## src/rtl/instr_load_ctrl_pkg.sv

```systemverilog
// Shared types for the instruction loader: bus widths and loader FSM states.
package instr_load_ctrl_pkg;

    typedef logic [31:0] WORD;
    typedef logic [15:0] HALF_WORD;

    typedef enum logic [2:0] {
        ST_RUN     = 3'd0,
        ST_LEN_LO  = 3'd1,
        ST_LEN_HI  = 3'd2,
        ST_DATA_LO = 3'd3,
        ST_DATA_HI = 3'd4,
        ST_WRITE   = 3'd5,
        ST_DONE    = 3'd6
    } load_state_t;

endpackage

```

## src/rtl/instr_load_ctrl.sv

```systemverilog
// Loads a length-prefixed half-word stream into instruction RAM and owns the
// RAM address port (and stalls the CPU) for the duration of the load.
module instr_load_ctrl
    import instr_load_ctrl_pkg::*;
#(
    parameter int MAX_HALFWORDS = 512,
    parameter int CNT_W         = $clog2(MAX_HALFWORDS) + 1
) (
    input  logic        clk_i,
    input  logic        rst_i,
    input  logic        load_req_i,
    input  logic [7:0]  rx_byte_i,
    input  logic        rx_valid_i,
    output logic        rx_ready_o,
    input  logic [31:0] cpu_fetch_addr_i,
    output logic [31:0] ram_addr_o,
    output logic [15:0] ram_data_o,
    output logic        ram_write_en_o,
    output logic        cpu_stall_o,
    output logic        load_done_o,
    output logic        load_err_o
);

    localparam logic [15:0] MAX_LEN = 16'(MAX_HALFWORDS);

    load_state_t      state_q, state_d;
    logic [7:0]       len_lo_q, len_lo_d;
    logic [CNT_W-1:0] len_q, len_d;
    logic [CNT_W-1:0] wr_cnt_q, wr_cnt_d;
    HALF_WORD         data_q, data_d;
    logic             err_q, err_d;

    logic     accept;
    HALF_WORD hdr_len;

    assign rx_ready_o = (state_q == ST_LEN_LO) || (state_q == ST_LEN_HI) ||
                        (state_q == ST_DATA_LO) || (state_q == ST_DATA_HI);
    assign accept     = rx_valid_i && rx_ready_o;
    assign hdr_len    = {rx_byte_i, len_lo_q};

    always_comb begin
        state_d  = state_q;
        len_lo_d = len_lo_q;
        len_d    = len_q;
        wr_cnt_d = wr_cnt_q;
        data_d   = data_q;
        err_d    = err_q;
        case (state_q)
            ST_RUN: begin
                if (load_req_i) begin
                    state_d  = ST_LEN_LO;
                    err_d    = 1'b0;
                    wr_cnt_d = '0;
                end
            end
            ST_LEN_LO: begin
                if (accept) begin
                    len_lo_d = rx_byte_i;
                    state_d  = ST_LEN_HI;
                end
            end
            ST_LEN_HI: begin
                if (accept) begin
                    if (hdr_len == 16'd0) begin
                        state_d = ST_DONE;
                    end else if (hdr_len > MAX_LEN) begin
                        err_d   = 1'b1;
                        state_d = ST_RUN;
                    end else begin
                        len_d   = hdr_len[CNT_W-1:0];
                        state_d = ST_DATA_LO;
                    end
                end
            end
            ST_DATA_LO: begin
                if (accept) begin
                    data_d[7:0] = rx_byte_i;
                    state_d     = ST_DATA_HI;
                end
            end
            ST_DATA_HI: begin
                if (accept) begin
                    data_d[15:8] = rx_byte_i;
                    state_d      = ST_WRITE;
                end
            end
            ST_WRITE: begin
                // wr_cnt stops at len, so the count can never wrap
                wr_cnt_d = wr_cnt_q + 1'b1;
                state_d  = (wr_cnt_d == len_q) ? ST_DONE : ST_DATA_LO;
            end
            ST_DONE: state_d = ST_RUN;
            default: state_d = ST_RUN;
        endcase
    end

    always_ff @(posedge clk_i) begin
        if (rst_i) begin
            state_q  <= ST_RUN;
            len_lo_q <= '0;
            len_q    <= '0;
            wr_cnt_q <= '0;
            data_q   <= '0;
            err_q    <= 1'b0;
        end else begin
            state_q  <= state_d;
            len_lo_q <= len_lo_d;
            len_q    <= len_d;
            wr_cnt_q <= wr_cnt_d;
            data_q   <= data_d;
            err_q    <= err_d;
        end
    end

    // Outside RUN the loader owns the port and presents the current write address
    assign ram_addr_o     = (state_q == ST_RUN) ? cpu_fetch_addr_i : WORD'({wr_cnt_q, 1'b0});
    assign ram_data_o     = data_q;
    assign ram_write_en_o = (state_q == ST_WRITE);
    assign cpu_stall_o    = (state_q != ST_RUN);
    assign load_done_o    = (state_q == ST_DONE);
    assign load_err_o     = err_q;

endmodule

```

## config.mk

```make
export PLATFORM = sky130hd
export DESIGN_NAME = instr_load_ctrl
export DESIGN_NICKNAME = d
export VERILOG_FILES = /design/src/rtl/instr_load_ctrl_pkg.sv /design/src/rtl/instr_load_ctrl.sv
export SDC_FILE = /design/constraint.sdc
export NUM_CORES = 1
export LEC_CHECK = 0
export BUFFER_PORTS_ARGS = -buffer_cell sky130_fd_sc_hd__buf_2
export CORE_UTILIZATION = 53
export CTS_CLUSTER_SIZE = 10
export DETAILED_ROUTE_END_ITERATION = 12
export PLACE_DENSITY_LB_ADDON = 0.05
export SLEW_MARGIN = 15
export SYNTH_ARGS = -nofsm -noshare
export SYNTH_HDL_FRONTEND = slang
export SYNTH_SLANG_ARGS = --single-unit
```

## constraint.sdc

```tcl
create_clock -name clk_i -period 3.83 [get_ports clk_i]
set_clock_uncertainty 0.2 [all_clocks]
set_input_delay 0.1915 -clock clk_i [delete_from_list [all_inputs] [get_ports clk_i]]
set_output_delay 0.1915 -clock clk_i [all_outputs]
set_load 0.01 [all_outputs]
```

==> impl_metrics.tcl, run 1 <==
set metrics [dict create \
    die_y_um 71.8 \
    peakVddDrop_mv 0.283 \
    drc 0 \
    wl_per_cell_um 13.1 \
    synth-edff-count 0 \
    rsz0062_at_grt "no" \
    drv_slew 0 \
    clock_latency_ns 0.30 \
    clock_path_buffers 2 \
    power_density_mw_per_mm2 348 \
    multiInputGateArea_mm2 0.00151 \
    clkSinkCount 48 \
    synth_top_area_share_pct 37.2 \
    globalplace.congestion 0.918 \
    p_leak_nw 1.42 \
    start_kind "register" \
    synth_ff_type "dfxtp_1" \
    period_minus_slack_ns 2.58 \
    synthArstFlopShare_pct 0 \
    ys_seq_elements 48 \
    pwr-share-clk_pct 38.0 \
    slowest_stage "a21oi_1" \
    max_clock_freq_ghz 0.388 \
    finalCritPeriodShare_pct 67.3 \
    crit_path_end_kind "register" \
    synthCells 335 \
    core_mm2 0.00469 \
    pwr-share-seq_pct 45.4 \
    fillCellCount 406 \
    crit_buf_inv 1 \
    power_switching_mw 0.287 \
    avgSynthCellArea_um2 7.72 \
    hp-class "input port to register" \
    critPathRequiredTime_ns 3.85 \
    yosysWarnings 0 \
    hold_viol 0 \
    num_rows 25 \
    grt_antenna_before_repair 0 \
    r2r-start "state_q[1]$_SDFFE_PP0P_" \
    htree_levels 2 \
    ios 97 \
    ys_types 51 \
    yosysTopAreaCell "dfxtp_1" \
    grt_pass1_wl_mm 9.52 \
    post-synth-top-count-cell "nand2_1" \
    internal_power_mw 0.843 \
    startpoint "state_q[1]$_SDFFE_PP0P_" \
    outcome "completed" \
    worst_pin_slew_ns 0.868 \
    vias 2575 \
    die_x_um 71.8 \
    grtUsageTotal_pct 23.5 \
    cts_inserted_buffers 5 \
    initial_utilization_pct 55.1 \
    path_common_cell "a21oi_1" \
    synth_common_cells "70 x nand2_1, 48 x dfxtp_1, 40 x nor2_1, 30 x a21oi_1, 23 x and2_1" \
    fin_util_pct 69.3 \
    cp_top_family "compound AO/OA/AOI/OAI gates" \
    fin_setup_tns_ns 0 \
    wl_mm 6.30 \
    drive_above_1_share_pct 27.4 \
    syn2layout_area_growth_pct 25.7 \
    critPathMaxStageDelay_ns 0.66 \
    path_class "register to register" \
    cts_root_buffer "clkbuf_8" \
    vias_per_cell 5.35 \
    p_comb_share_pct 16.6 \
    die_area_mm2 0.00516 \
    dpl.hpwl_mm 4.51 \
    cp_max_fo 15 \
    yosys-top-cells-area "dfxtp_1 37%, nand2_1 10%, mux2i_1 8.1%, a21oi_1 5.8%, nor2_1 5.8%" \
    first_pass_iters 4 \
    cts_tree "built" \
    grt_max_degree 50 \
    drtIter0Drc 202 \
    drv_cap 0 \
    cp.arrival_ns 2.60 \
    path_cells "nor2_1 > nand2_1 > inv_2 > a21oi_1 > a21oi_1 > a211oi_1" \
    worstHoldStart "rx_byte_i[1]" \
    cts.clk_slew.worst_paths_ns 0.09 \
    layout.nets 472 \
    final_antenna_net_count 0 \
    postCtsResizedCells 0 \
    syn-cell-area_mm2 0.00258 \
    max_slew_margin_pct 42.1 \
    synth_nets 380 \
    setup_viol 0 \
    gr-total-overflow 0 \
    num_antenna_cells 0 \
    switching_share_pct 25.4 \
    cts_setup_buffers 0 \
    grt_pass1_vias 2044 \
    seq_area_um2 961 \
    portBuffers 96 \
    ys_seq_area_share_pct 37.2 \
]
path summary, 6_finish.rpt:
check             slack (ns)  cells after the start                    endpoint
setup / recovery        1.25                      6    wr_cnt_q[7]$_SDFFE_PP0P_
hold reg to reg         0.26                      2  ram_data_o[3]$_SDFFE_PP0P_
setup reg to reg        1.25                      6    wr_cnt_q[7]$_SDFFE_PP0P_
hold / removal          0.02                      3  ram_data_o[1]$_SDFFE_PP0P_
power groups by stage:
stage          clock network, mW  logic, mW  registers [mW]
5_1_grt                    0.445      0.207           0.514
3_5_place_dp                   0      0.183           0.525
3_3_place_gp                   0      0.181           0.524
6_report                   0.429      0.188           0.513
4_1_cts                    0.433      0.189           0.513
2_1_floorplan                  0      0.108           0.520
layout by cell type, fill, tap and decap left out, types with 4 or more instances in the layout:
cell type,netlist,final
o21ai_1,7,7
and3_1,5,5
dlygate4sd3_1,0,8
and2_1,23,23
xor2_1,4,4
a21oi_1,30,30
clkbuf_8,0,5
nand2_1,70,70
nor2_1,40,40
mux2i_1,21,21
buf_2,7,96
nand3_1,6,6
xnor2_1,8,8
dfxtp_1,48,48
per-stage QoR:
stage / instance area, µm² / power, mW / setup WS (ns) / std cells / hold WS, ns
6_report: 3250 / 1.13 / 1.25 / 481 / 0.0165
5_1_grt: 3250 / 1.17 / 1.02 / 481 / 0.0312
4_1_cts: 3250 / 1.13 / 1.30 / 481 / 0.0146
3_5_place_dp: 3040 / 0.707 / 1.30 / 466 / 0.246
3_3_place_gp: 3040 / 0.706 / 1.42 / 466 / 0.241
2_1_floorplan: 2580 / 0.628 / 1.63 / 335 / 0.0901
tightest hold or removal path, stage by stage:
cell     delay (ns)
buf_2          0.16
nand2_1        0.07
a21oi_1        0.05
area by class of cell:
class                           instances  area share, %
Clock buffer                            5           2.12
Clock inverter                          2           1.85
Inverter                                5          0.578
Multi-Input combinational cell        262           46.3
Sequential cell                        48           29.6
Tap cell                               54           2.08
Timing Repair Buffer                  105           17.5
flip-flops by register name, indices dropped and copies added (netlist names):
signal	count
state_q	3
len_q	10
load_err_o	1
len_lo_q	8
wr_cnt_q	10
ram_data_o	16
metal layers:
metal  part of all wire, %  track usage, %  vias to the layer above
met5                     0               0                        -
met4                   1.5            8.28                        0
met3                   6.5            4.22                        7
met2                    48            40.3                      102
met1                    44            29.6                     1156
li1                      -               -                     1310
repair_timing:
item                       4_1_cts  5_1_grt
setup endpoints to repair        0        0
hold endpoints to repair        16        0
hold buffers                     8        0
logic make-up (layout without fill, tap and decap cells):
| family | Yosys count | count (layout) | synth area share, % |
|---|---|---|---|
| AND/OR/NAND/NOR | 171 | 171 | 32.5 |
| AO/OA/AOI/OAI | 56 | 56 | 12.6 |
| flip-flops | 48 | 48 | 37.2 |
| buffers and inverters | 25 | 117 | 4.60 |
| multiplexers | 22 | 22 | 8.57 |
| XOR/XNOR | 12 | 12 | 4.07 |
| adder cells (fa/ha/maj) | 1 | 1 | 0.484 |
(Power assumes the default switching activity.)
==> run 2, diff against run 1 <==
Settings changed: CORE_UTILIZATION 53 to 44.
Clock period 3.83 ns to 2.1 ns, I/O delays scaled along.
==> impl_metrics.tcl, run 2 (synthesis gave the netlist of run 1 again) <==
set metrics [dict create \
    outcome "completed" \
    pre_cts_slack_ns 0.0334 \
    ios 97 \
    die_x_um 78.7 \
    cp_max_fo 17 \
    startpoint "state_q[0]$_SDFFE_PP0P_" \
    layout_commonest_cell "buf_2" \
    first_pass_iters 4 \
    grt_antenna_before_repair 0 \
    period_minus_slack_ns 2.01 \
    dpl-instance-area_mm2 0.00323 \
    clock_path_buffers 2 \
    grt_pass1_vias 2380 \
    path_class "register to output port" \
    setup_viol 0 \
    cp.arrival_ns 1.70 \
    fin_util_pct 62.9 \
    dpl.hpwl_mm 4.97 \
    drv_slew 0 \
    multiInputGateArea_mm2 0.00156 \
    worstHoldStart "rx_valid_i" \
    final_antenna_net_count 0 \
    hold_viol 0 \
    portBuffers 96 \
    seq_area_um2 967 \
    layout.nets 499 \
    drive_above_1_share_pct 33.6 \
    critPathRequiredTime_ns 1.79 \
    core_mm2 0.00557 \
    grtUsageTotal_pct 22.3 \
    grt_pass1_wl_mm 10.9 \
    fin_setup_tns_ns 0 \
    die_y_um 78.7 \
    vias_per_cell 5.01 \
    wl_mm 6.99 \
    r2r-start "wr_cnt_q[0]$_SDFFE_PP0P_" \
    peakVddDrop_mv 0.474 \
    internal_power_mw 1.37 \
    gr-total-overflow 0 \
    cts_tree "built" \
    grt_max_degree 41 \
    most-common-layout-cells "97 x buf_2, 70 x nand2_1, 43 x dfxtp_1" \
    drtIter0Drc 102 \
    htree_levels 2 \
    crit_path_end_kind "output port" \
    largest_reg_flops 16 \
    wl_per_cell_um 13.3 \
    max_clock_freq_ghz 0.498 \
    p_leak_nw 1.55 \
    num_rows 27 \
    pwr-share-clk_pct 32.1 \
    cts_inserted_buffers 5 \
    syn2layout_area_growth_pct 35.6 \
    initial_utilization_pct 46.4 \
    fillCellCount 522 \
    power_density_mw_per_mm2 552 \
    num_antenna_cells 0 \
    switching_share_pct 29.2 \
    pwr-share-seq_pct 48.2 \
    cts.clk_slew.worst_paths_ns 0.10 \
    p_comb_share_pct 19.7 \
    rsz0062_at_grt "yes" \
    power_switching_mw 0.566 \
    hp-class "input port to register" \
    cts_root_buffer "clkbuf_8" \
    clock_latency_ns 0.31 \
    drc 0 \
    max_slew_margin_pct 66.6 \
    finalWorstSetupSlack_ns 0.0929 \
    final_area_mm2 0.00351 \
    start_kind "register" \
    finalCritPeriodShare_pct 95.6 \
    drv_cap 0 \
    globalplace.congestion 0.882 \
    die_area_mm2 0.00619 \
    worst_pin_slew_ns 0.500 \
    vias 2638 \
    clkSinkCount 48 \
]
run 2: cell count changes in the layout (fill, tap and decap cells not counted), moves of 2 or more:
cell,previous run,this run
buf_4,1,22
bufinv_16,2,0
dfxtp_1,48,43
dfxtp_2,0,5
dlygate4sd3_1,8,11
inv_6,0,2
run 2: final timing paths:
kind         cells after the start  slack [ns]                          to
max reg2reg                      6        0.13     state_q[0]$_SDFFE_PP0P_
max                              5        0.09              ram_addr_o[10]
min reg2reg                      2        0.26  ram_data_o[6]$_SDFFE_PP0P_
min                              4        0.06     state_q[1]$_SDFFE_PP0P_
run 2: area by class of cell:
cell class / count / share of cell area, %
multi-input cells: 263 / 44.4
flip-flops and latches: 48 / 27.6
repair buffers: 131 / 22.0
well taps: 72 / 2.57
clock buffers: 6 / 2.36
inverters: 5 / 0.535
clock inverters: 2 / 0.500
run 2: critical path, cell delays in order (launching register included):
cell and delay [ns]:
dfxtp_1 0.33, buf_4 0.17, nor3_4 0.21, buf_6 0.20
mux2_2 0.34, buf_2 0.14
run 2: layer usage:
layer	global-route usage [%]	up-vias	wire, µm
met5	0	-	0
met4	5.56	0	48
met3	4.07	4	410
met2	39.5	88	3400
met1	27.6	1179	3130
li1	-	1367	-
run 2: power groups by stage:
| stage | Clock [mW] | Combinational, mW | Sequential [mW] |
|---|---|---|---|
| global placement | 0 | 0.346 | 0.952 |
| CTS | 0.629 | 0.377 | 0.932 |
| detailed placement | 0 | 0.350 | 0.953 |
| finish | 0.622 | 0.382 | 0.933 |
| global route | 0.664 | 0.420 | 0.935 |
| floorplan | 0 | 0.196 | 0.949 |
run 2: through the flow:
step / hold WS [ns] / instances / total power [mW]
floorplan: 0.00363 / 335 / 1.15
global placement: 0.137 / 505 / 1.30
detailed placement: 0.135 / 505 / 1.30
CTS: 0.0413 / 525 / 1.94
global route: 0.102 / 527 / 2.02
finish: 0.0580 / 527 / 1.94
run 2: timing repair:
item                       4_1_cts  5_1_grt
resized for setup                2       10
hold buffers                    11        0
hold endpoints to repair        36        0
buffers inserted                 0        1
cloned                           1        1
setup endpoints to repair        4       23
pin swaps                        0        3
==> run 3, diff against run 2 <==
Settings changed: ABC_AREA set to 1, CORE_UTILIZATION 44 to 50.
Clock period 2.1 ns to 2.2 ns, I/O delays scaled along.
==> impl_metrics.tcl, run 3 <==
set metrics [dict create \
    cts_setup_buffers 0 \
    first_pass_iters 4 \
    grt_pass1_wl_mm 10.9 \
    post-synth-top-count-cell "nand2_1" \
    finalCritPeriodShare_pct 89.8 \
    largest_reg_flops 16 \
    wl_mm 7.29 \
    critPathRequiredTime_ns 2.24 \
    synth-edff-count 0 \
    die_area_mm2 0.00573 \
    globalplace.congestion 0.924 \
    initial_utilization_pct 52.5 \
    clkSinkCount 48 \
    layout.nets 580 \
    layout_commonest_cell "nand2_1" \
    fin_setup_tns_ns 0 \
    wl_per_cell_um 12.0 \
    yosysTopAreaCell "dfxtp_1" \
    peakVddDrop_mv 0.545 \
    drv_slew 0 \
    synth_common_cells "98 x nand2_1, 59 x inv_1, 51 x nor2_1, 48 x dfxtp_1, 42 x nand3_1" \
    synth_compound_area_share_pct 13.5 \
    ys_seq_elements 48 \
    yosys-top-cells-area "dfxtp_1 35%, nand2_1 14%, inv_1 8.1%, nand3_1 7.7%, nor2_1 7.0%" \
    worst_pin_slew_ns 0.534 \
    grt_max_degree 28 \
    max_clock_freq_ghz 0.506 \
    dpl.hpwl_mm 5.53 \
    start_kind "input port" \
    grt_pass1_vias 2312 \
    power_density_mw_per_mm2 801 \
    drive_above_1_share_pct 25.4 \
    hp-class "input port to register" \
    synth_ff_type "dfxtp_1" \
    outcome "completed" \
    gr-total-overflow 0 \
    die_y_um 75.7 \
    grt_antenna_before_repair 0 \
    grtUsageTotal_pct 25.1 \
    num_rows 26 \
    ios 97 \
    period_minus_slack_ns 1.98 \
    num_antenna_cells 0 \
    clock_path_buffers 2 \
    vias_per_cell 4.98 \
    cts_inserted_buffers 5 \
    cts_tree "built" \
    p_leak_nw 1.70 \
    cts_root_buffer "clkbuf_8" \
    yosysWarnings 0 \
    core_mm2 0.00517 \
    rsz0062_at_grt "no" \
    syn-cell-area_mm2 0.00272 \
    yosys-mux-area-fraction_pct 0 \
    synthArstFlopShare_pct 0 \
    die_x_um 75.7 \
    synth_top_area_share_pct 35.4 \
    synth_xor_area_share_pct 0.645 \
    clock_latency_ns 0.30 \
    cts.clk_slew.worst_paths_ns 0.09 \
    cp_max_fo 13 \
    yosys.area_share.simple_pct 38.7 \
    syn2layout_area_growth_pct 27.7 \
    synth_nets 474 \
    max_slew_margin_pct 64.3 \
    drtIter0Drc 176 \
    htree_levels 2 \
    crit_path_end_kind "register" \
    vias 3018 \
    total_power_mw 2.78 \
    path_class "input port to register" \
    final_antenna_net_count 0 \
    yosys.area_share.adder_pct 0.460 \
    ys_types 33 \
    avgSynthCellArea_um2 6.33 \
    ys_seq_area_share_pct 35.4 \
    drc 0 \
    cp.arrival_ns 2.01 \
    most-common-layout-cells "98 x nand2_1, 96 x buf_2, 59 x inv_1" \
    synth_top_family_by_area "simple AND/OR/NAND/NOR gates" \
    drv_cap 0 \
    hold_viol 0 \
    setup_viol 0 \
    synthCells 429 \
    portBuffers 96 \
]
## run 3: cell types whose count changed in the layout (fill, tap and decap cells not counted), moves of 9 or more
cell,delta
mux2i_1,-21
buf_4,-14
a21oi_1,+9
nand2_1,+28
inv_1,+57
nor2_1,+11
nand3_1,+36
o21ai_0,+18
and2_1,-22
nor3_1,+9
## run 3: cell families (layout without fill, tap and decap cells)
kind of cell | Yosys count | in the layout
simple gates | 229 | 229
buf+inv | 78 | 185
compound gates | 71 | 71
flops | 48 | 48
xor+xnor | 2 | 2
fa+ha+maj | 1 | 1
## run 3: where the power goes
| group | switching, mW | total (mW) | internal [mW] |
|---|---|---|---|
| Clock | 0.306 | 0.563 | 0.257 |
| Combinational | 0.771 | 1.22 | 0.452 |
| Sequential | 0.0559 | 0.992 | 0.937 |
| Total | 1.13 | 2.78 | 1.65 |
## run 3: path summary, 6_finish.rpt
check                                  start                    endpoint  slack (ns)  depth (start not counted)
hold reg to reg   ram_data_o[7]$_SDFFE_PP0P_  ram_data_o[7]$_SDFFE_PP0P_        0.26                          2
setup / recovery                rx_byte_i[0]       len_q[8]$_SDFFE_PP0P_        0.22                          9
hold / removal                         rst_i     state_q[2]$_SDFFE_PP0P_        0.07                          3
setup reg to reg    wr_cnt_q[1]$_SDFFE_PP0P_     state_q[0]$_SDFFE_PP0P_        0.23                         12
## run 3: metal layers
layer	share of wire [%]	global-route usage, %
met5	0	0
met4	1.3	5.56
met3	7.1	4.10
met2	44	38.4
met1	48	37.1
## run 3: cell type report
class / count / area [µm²]
flip-flops and latches: 48 / 962
clock inverters: 2 / 13.8
multi-input cells: 303 / 1450
well taps: 70 / 87.6
fillers: 471 / 1700
repair buffers: 114 / 641
clock buffers: 6 / 82.6
inverters: 63 / 236
## run 3: through the flow
step | utilization, % | hold WS [ns] | worst slack (ns) | cell area, µm² | std cells
6_report | 67.1 | 0.0732 | 0.224 | 3470 | 606
5_1_grt | 67.1 | 0.0829 | 0.00589 | 3470 | 606
4_1_cts | 67.1 | 0.0570 | 0.169 | 3470 | 606
3_5_place_dp | 63.3 | 0.210 | 0.196 | 3270 | 588
3_3_place_gp | 63.3 | 0.215 | 0.258 | 3270 | 588
2_1_floorplan | - | 0.0449 | 0.397 | 2720 | 429
## run 3: timing repair
| item | 4_1_cts | 5_1_grt |
|---|---|---|
| endpoints found under the setup margin | 0 | 1 |
| resized for setup | 0 | 1 |
| hold buffers | 10 | 0 |
| hold endpoints to repair | 28 | 0 |
## run 3: critical path, stage by stage
cell and delay, ns:
dlygate4sd3_1 0.53, buf_2 0.17, nor4_2 0.31, nand3_1 0.10, nand2_1 0.13, nand3_4 0.14, nor2_4 0.26, o21ai_0 0.12
a21oi_1 0.14
